[src/rtl/alu_sel_ctrl_pkg.sv]
// Shared constants for the decode-to-EX ALU select stage: mux select codes,
// RV32I opcode values and the canonical NOP encoding.
package alu_sel_ctrl_pkg;

    localparam int ALU_IN_MUX_SEL_WIDTH = 3;

    localparam logic [ALU_IN_MUX_SEL_WIDTH-1:0] ALU_IN_MUX_RF     = 3'd0;
    localparam logic [ALU_IN_MUX_SEL_WIDTH-1:0] ALU_IN_MUX_IMM_I  = 3'd1;
    localparam logic [ALU_IN_MUX_SEL_WIDTH-1:0] ALU_IN_MUX_IMM_S  = 3'd2;
    localparam logic [ALU_IN_MUX_SEL_WIDTH-1:0] ALU_IN_MUX_IMM_U  = 3'd3;
    localparam logic [ALU_IN_MUX_SEL_WIDTH-1:0] ALU_IN_MUX_IMM_UJ = 3'd4;
    localparam logic [ALU_IN_MUX_SEL_WIDTH-1:0] ALU_IN_MUX_PC     = 3'd5;
    localparam logic [ALU_IN_MUX_SEL_WIDTH-1:0] ALU_IN_MUX_NULL   = 3'd6;
    localparam logic [ALU_IN_MUX_SEL_WIDTH-1:0] ALU_IN_MUX_FW_WB  = 3'd7;

    localparam logic [6:0] OPC_R      = 7'b0110011;
    localparam logic [6:0] OPC_I_ALU  = 7'b0010011;
    localparam logic [6:0] OPC_LOAD   = 7'b0000011;
    localparam logic [6:0] OPC_JALR   = 7'b1100111;
    localparam logic [6:0] OPC_STORE  = 7'b0100011;
    localparam logic [6:0] OPC_BRANCH = 7'b1100011;
    localparam logic [6:0] OPC_LUI    = 7'b0110111;
    localparam logic [6:0] OPC_AUIPC  = 7'b0010111;
    localparam logic [6:0] OPC_JAL    = 7'b1101111;

    localparam logic [31:0] NOP_INSTR = 32'h00000013;

    function automatic logic [4:0] rd_field(input logic [31:0] instr);
        return instr[11:7];
    endfunction

endpackage

[src/rtl/alu_sel_ctrl_decode.sv]
// instr_field_decode: combinational opcode decode into ALU operand selects,
// register-use flags and destination write enable.
module instr_field_decode
    import alu_sel_ctrl_pkg::*;
(
    input  logic [31:0]                     instr,
    output logic [ALU_IN_MUX_SEL_WIDTH-1:0] sel1,
    output logic [ALU_IN_MUX_SEL_WIDTH-1:0] sel2,
    output logic                            rs1_used,
    output logic                            rs2_used,
    output logic                            rf_we,
    output logic [4:0]                      rd,
    output logic                            legal,
    output logic                            is_store
);

    logic writes_rd_s;
    logic unused_bits_s;

    assign unused_bits_s = ^{instr[31:12]};

    // Opcode table; unknown opcodes fall out as illegal and are issued as bubbles
    always_comb begin
        sel1        = ALU_IN_MUX_NULL;
        sel2        = ALU_IN_MUX_NULL;
        rs1_used    = 1'b0;
        rs2_used    = 1'b0;
        writes_rd_s = 1'b0;
        legal       = 1'b1;
        is_store    = 1'b0;
        case (instr[6:0])
            OPC_R: begin
                sel1 = ALU_IN_MUX_RF; sel2 = ALU_IN_MUX_RF;
                rs1_used = 1'b1; rs2_used = 1'b1; writes_rd_s = 1'b1;
            end
            OPC_I_ALU, OPC_LOAD, OPC_JALR: begin
                sel1 = ALU_IN_MUX_RF; sel2 = ALU_IN_MUX_IMM_I;
                rs1_used = 1'b1; writes_rd_s = 1'b1;
            end
            OPC_STORE: begin
                sel1 = ALU_IN_MUX_RF; sel2 = ALU_IN_MUX_IMM_S;
                rs1_used = 1'b1; rs2_used = 1'b1; is_store = 1'b1;
            end
            OPC_BRANCH: begin
                sel1 = ALU_IN_MUX_RF; sel2 = ALU_IN_MUX_RF;
                rs1_used = 1'b1; rs2_used = 1'b1;
            end
            OPC_LUI: begin
                sel1 = ALU_IN_MUX_NULL; sel2 = ALU_IN_MUX_IMM_U; writes_rd_s = 1'b1;
            end
            OPC_AUIPC: begin
                sel1 = ALU_IN_MUX_PC; sel2 = ALU_IN_MUX_IMM_U; writes_rd_s = 1'b1;
            end
            OPC_JAL: begin
                sel1 = ALU_IN_MUX_PC; sel2 = ALU_IN_MUX_IMM_UJ; writes_rd_s = 1'b1;
            end
            default: begin
                legal = 1'b0;
            end
        endcase
    end

    // x0 is never a real destination, so it never produces a write or hazard
    always_comb begin
        rf_we = writes_rd_s && (rd_field(instr) != 5'd0);
        if (rf_we) begin
            rd = rd_field(instr);
        end else begin
            rd = 5'd0;
        end
    end

endmodule

[src/rtl/alu_sel_ctrl.sv]
// alu_sel_ctrl: decode-to-EX register stage with RAW hazard handling.
// Define ALU_SEL_FORWARDING_EN to resolve hazards by writeback forwarding instead of stalling.
module alu_sel_ctrl
    import alu_sel_ctrl_pkg::*;
(
    input  logic                            clk,
    input  logic                            rst,
    input  logic [31:0]                     dec_instr,
    input  logic [31:0]                     dec_pc,
    input  logic                            dec_valid,
    input  logic                            flush,
    output logic                            stall,
    output logic [31:0]                     ex_instr,
    output logic [31:0]                     ex_pc,
    output logic                            ex_valid,
    output logic [ALU_IN_MUX_SEL_WIDTH-1:0] mux_1_sel,
    output logic [ALU_IN_MUX_SEL_WIDTH-1:0] mux_2_sel,
    output logic                            ex_rf_we,
    output logic [4:0]                      ex_rd,
    output logic                            ex_fw_store_data,
    output logic [31:0]                     hazard_cycles
);

    logic [ALU_IN_MUX_SEL_WIDTH-1:0] dec_sel1_s, dec_sel2_s, iss_sel1_s, iss_sel2_s;
    logic                            dec_rs1_used_s, dec_rs2_used_s, dec_rf_we_s;
    logic                            dec_legal_s, dec_is_store_s;
    logic [4:0]                      dec_rd_s;
    logic                            haz_rs1_s, haz_rs2_s, iss_fw_s, stall_s, issue_s;

    logic [31:0]                     ex_instr_r, ex_pc_r, hazard_cycles_r;
    logic [ALU_IN_MUX_SEL_WIDTH-1:0] ex_sel1_r, ex_sel2_r;
    logic                            ex_valid_r, ex_rf_we_r, ex_fw_r;
    logic [4:0]                      ex_rd_r;

    instr_field_decode u_decode (
        .instr    (dec_instr),
        .sel1     (dec_sel1_s),
        .sel2     (dec_sel2_s),
        .rs1_used (dec_rs1_used_s),
        .rs2_used (dec_rs2_used_s),
        .rf_we    (dec_rf_we_s),
        .rd       (dec_rd_s),
        .legal    (dec_legal_s),
        .is_store (dec_is_store_s)
    );

    // Only the EX producer can hazard; WB is covered by the write-through register file
    always_comb begin
        haz_rs1_s = dec_valid && ex_valid_r && ex_rf_we_r && dec_rs1_used_s
                    && (dec_instr[19:15] == ex_rd_r);
        haz_rs2_s = dec_valid && ex_valid_r && ex_rf_we_r && dec_rs2_used_s
                    && (dec_instr[24:20] == ex_rd_r);
    end

`ifdef ALU_SEL_FORWARDING_EN
    // Redirect hazarded ALU operands to the writeback path; store data forwards separately
    always_comb begin
        stall_s = 1'b0;
        if (haz_rs1_s) begin
            iss_sel1_s = ALU_IN_MUX_FW_WB;
        end else begin
            iss_sel1_s = dec_sel1_s;
        end
        if (haz_rs2_s && (dec_sel2_s == ALU_IN_MUX_RF)) begin
            iss_sel2_s = ALU_IN_MUX_FW_WB;
        end else begin
            iss_sel2_s = dec_sel2_s;
        end
        iss_fw_s = haz_rs2_s && dec_is_store_s;
    end
`else
    logic unused_store_s;
    assign unused_store_s = dec_is_store_s;

    // Without forwarding any hazard holds decode for one cycle; reset and flush override
    always_comb begin
        stall_s    = (haz_rs1_s || haz_rs2_s) && !flush && !rst;
        iss_sel1_s = dec_sel1_s;
        iss_sel2_s = dec_sel2_s;
        iss_fw_s   = 1'b0;
    end
`endif

    assign issue_s = dec_valid && dec_legal_s && !flush && !stall_s;

    // EX slot: load the decoded instruction or a bubble
    always_ff @(posedge clk) begin
        if (rst) begin
            ex_valid_r <= 1'b0;
            ex_instr_r <= NOP_INSTR;
            ex_pc_r    <= 32'd0;
            ex_sel1_r  <= ALU_IN_MUX_NULL;
            ex_sel2_r  <= ALU_IN_MUX_NULL;
            ex_rf_we_r <= 1'b0;
            ex_rd_r    <= 5'd0;
            ex_fw_r    <= 1'b0;
        end else if (issue_s) begin
            ex_valid_r <= 1'b1;
            ex_instr_r <= dec_instr;
            ex_pc_r    <= dec_pc;
            ex_sel1_r  <= iss_sel1_s;
            ex_sel2_r  <= iss_sel2_s;
            ex_rf_we_r <= dec_rf_we_s;
            ex_rd_r    <= dec_rd_s;
            ex_fw_r    <= iss_fw_s;
        end else begin
            ex_valid_r <= 1'b0;
            ex_instr_r <= NOP_INSTR;
            ex_pc_r    <= dec_pc;
            ex_sel1_r  <= ALU_IN_MUX_NULL;
            ex_sel2_r  <= ALU_IN_MUX_NULL;
            ex_rf_we_r <= 1'b0;
            ex_rd_r    <= 5'd0;
            ex_fw_r    <= 1'b0;
        end
    end

    // Stall-cycle counter, wraps naturally at 2^32
    always_ff @(posedge clk) begin
        if (rst) begin
            hazard_cycles_r <= 32'd0;
        end else if (stall_s) begin
            hazard_cycles_r <= hazard_cycles_r + 32'd1;
        end else begin
            hazard_cycles_r <= hazard_cycles_r;
        end
    end

    assign stall            = stall_s;
    assign ex_instr         = ex_instr_r;
    assign ex_pc            = ex_pc_r;
    assign ex_valid         = ex_valid_r;
    assign mux_1_sel        = ex_sel1_r;
    assign mux_2_sel        = ex_sel2_r;
    assign ex_rf_we         = ex_rf_we_r;
    assign ex_rd            = ex_rd_r;
    assign ex_fw_store_data = ex_fw_r;
    assign hazard_cycles    = hazard_cycles_r;

endmodule
[config.mk]
export PLATFORM = sky130hd
export DESIGN_NAME = alu_sel_ctrl
export DESIGN_NICKNAME = d
export VERILOG_FILES = /design/src/rtl/alu_sel_ctrl_pkg.sv /design/src/rtl/alu_sel_ctrl_decode.sv /design/src/rtl/alu_sel_ctrl.sv
export SDC_FILE = /design/constraint.sdc
export NUM_CORES = 1
export LEC_CHECK = 0
export ABC_AREA = 0
export BUFFER_PORTS_ARGS = -buffer_cell sky130_fd_sc_hd__buf_2
export CORE_UTILIZATION = 43
export DETAILED_ROUTE_END_ITERATION = 10
export PLACE_DENSITY = 0.87
export RECOVER_POWER = 50
export SLEW_MARGIN = 20
export SYNTH_ARGS = -nofsm -noshare
export SYNTH_HDL_FRONTEND = slang
export SYNTH_SLANG_ARGS = --single-unit
[constraint.sdc]
create_clock -name clk -period 1.7 [get_ports clk]
set_input_delay 0.085 -clock clk [delete_from_list [all_inputs] [get_ports clk]]
set_output_delay 0.085 -clock clk [all_outputs]
set_load 0.01 [all_outputs]
==> run metrics <==
status finished, violations left; violated checks negative setup slack; Multi-input gate area 2190 um2; # diodes 0; min cycle time layout 2.09 ns; Synth area leaders dfxtp_1 52%, xnor2_1 7.3%, a2111oi_2 7.2%; WHS 0.0580 ns; Num CTS Buffers 9; Max clock buf depth 2; MaxCap Viol Count 0; number of enable flip-flop cells after synthesis 0; CP Class reg2out; Avg Cell Area, Syn 10.3 um2; Clock Sinks 109; worst-margin pin slew 0.624 ns; Synth-to-Final Area Change 65.2%; VDD IR max 479 uV; # setup viols final 76; final std cells w/o fill 836; finished layout cell area 6900 um2; RSZ-0062 raised after global routing yes; setup TNS -21.27 ns; clock latency on the worst-skew pair 0.38 ns; port bufs 177; initial antenna violation count 0; Post-Route Utilization 0.740; relative slew slack 0.584; DR vias 4041; Synth top area share 0.522; #FFs+latches synth 109; via/cell ratio 4.83; routed len/inst 16.0 um; fin crit share 1.23; DIE AREA 10100 um2; Synth area leader dfxtp_1; synthesized area 4180 um2; gpl congestion 0.849; ys flop type dfxtp_1; wirelength, routed 13400 um; sequential-to-total area share from yosys stat 0.522; Boundary Pins 179; first-pass GRT wire length 21000 um; final slew viol count 0; depth of the CTS H-tree 3; root buffer cell clkbuf_8; largest net degree at the start of global routing 61; yosys warns 0; Clock Skew 0.0195 ns; FP Rows 35; Die X 101 um; total track usage 0.270; Post-DP HPWL 8080 um; critical path arrival 2.00 ns; setup ws final -0.387 ns; crit path max fanout 25; Placement Setup Slack -0.321 ns; ANT nets after route 0; number of global-route vias before repair 4483; Max Fclk 0.479 GHz; Detailed Routing Iterations Pass 1 4; Synth async-reset ratio 0; fillers 665; 1st-iter DRT viols 132; Pwr Total 4.71 mW; Distinct cells, synth 42; final hold viol count 0; WP data required 1.62 ns; Die Y 101 um; CORE AREA 9330 um2; FF+latch area 2210 um2; critical path capture point type output pin; placed cell count 750; initial core utilization 0.448; gr ovfl total 0; Leak 2.84 nW; Hold Path Class in2reg; CTS tree yes; pwr dens 683 nW/um2; final net count 771; Syn Inst Count 405; DRC 0; dpl cell area 5910 um2; share of cells above drive strength 1 0.397; critical path launch point type flip-flop; clk slew on worst S/H paths 0.11 ns
critical path, cell delays in order (launching register included):
cell       delay, ns
dfxtp_4         0.38
xor2_1          0.16
a2111oi_4       0.32
nand4_4         0.19
buf_12          0.25
a21oi_4         0.20
buf_6           0.13
sequential cells by signal (all words and copies together) (netlist names):
name and count:
mux_1_sel 3, ex_rf_we 1, ex_instr 32, ex_valid 1
ex_pc 32, ex_rd 5, mux_2_sel 3, hazard_cycles 32
synth_stat cells, types with 2 or more instances:
master       n
nor2_1      40
conb_1       2
nand2_1     19
nand2b_1     2
and4_1       4
clkbuf_1    17
dfxtp_1    109
nor2b_1     33
buf_6        2
and3_1       3
a21oi_1      5
buf_2        4
o21ai_0      5
inv_1        7
nand3_1     15
xor2_1       6
a2111oi_2   20
xnor2_1     35
and2_1      37
nand4_1     10
a211oi_1     8
a211oi_2     2
metal layers:
metal,GRT usage,up-vias,routed length [um]
met5,0,-,0
met4,0.118,0,303
met3,0.0680,27,742
met2,0.515,155,7170
met1,0.276,1897,5170
li1,-,1962,-
layout by cell type, fill, tap and decap left out, types with 2 or more instances in the layout:
cell	count
nor2_1	38
nor2_2	2
dfxtp_1	96
dfxtp_2	10
nand3_1	13
buf_2	138
clkbuf_8	9
a211oi_1	3
nor2b_1	33
buf_12	6
and3_1	3
conb_1	3
dfxtp_4	3
and2_1	37
a211oi_2	6
nand2b_1	2
nand4_1	10
buf_6	4
dlygate4sd3_1	59
inv_1	7
nand2_1	19
a21oi_1	5
and4_1	4
nand4_4	2
o21ai_0	5
buf_4	62
nand3_2	2
xor2_1	5
xnor2_1	35
clkbuf_1	39
inv_6	3
a2111oi_4	21
where the power goes:
part | internal, mW | switching, mW
registers | 2.59 | 0.0131
clock network | 0.713 | 0.940
logic | 0.238 | 0.215
total | 3.54 | 1.17
final timing paths:
kind / start / end / slack (ns) / cells after the start
worst max-delay path: ex_rd[2]$_SDFF_PP0_ / stall / -0.39 / 6
worst min-delay path: dec_instr[0] / mux_1_sel[1]$_SDFF_PP1_ / 0.06 / 3
worst max register to register: ex_rd[3]$_SDFF_PP0_ / hazard_cycles[12]$_SDFFE_PP0P_ / -0.38 / 8
worst min register to register: hazard_cycles[1]$_SDFFE_PP0P_ / hazard_cycles[1]$_SDFFE_PP0P_ / 0.54 / 2
area by class of cell:
cell class | count | share of cell area
Clock buffer | 10 | 0.0185
Timing Repair Buffer | 309 | 0.305
Clock inverter | 6 | 0.0111
Tap cell | 129 | 0.0234
Inverter | 7 | 0.00381
Multi-Input combinational cell | 266 | 0.318
Sequential cell | 109 | 0.320
what timing repair did:
action,4_1_cts,5_1_grt
hold buffers,59,0
pin swaps,18,9
resized for setup,12,8
buffers inserted,6,1
hold endpoints to repair,68,0
gates cloned,2,2
setup endpoints to repair,69,76
cells by family after synthesis:
family / share of synthesized area
AOI/OAI and AO/OA: 0.124
buffers and inverters: 0.0336
adders and majority gates: 0.00300
xor gates and xnor gates: 0.0860
and+or+nand+nor: 0.229
DFF: 0.522
other: 0.00180
(Power assumes the default switching activity.)
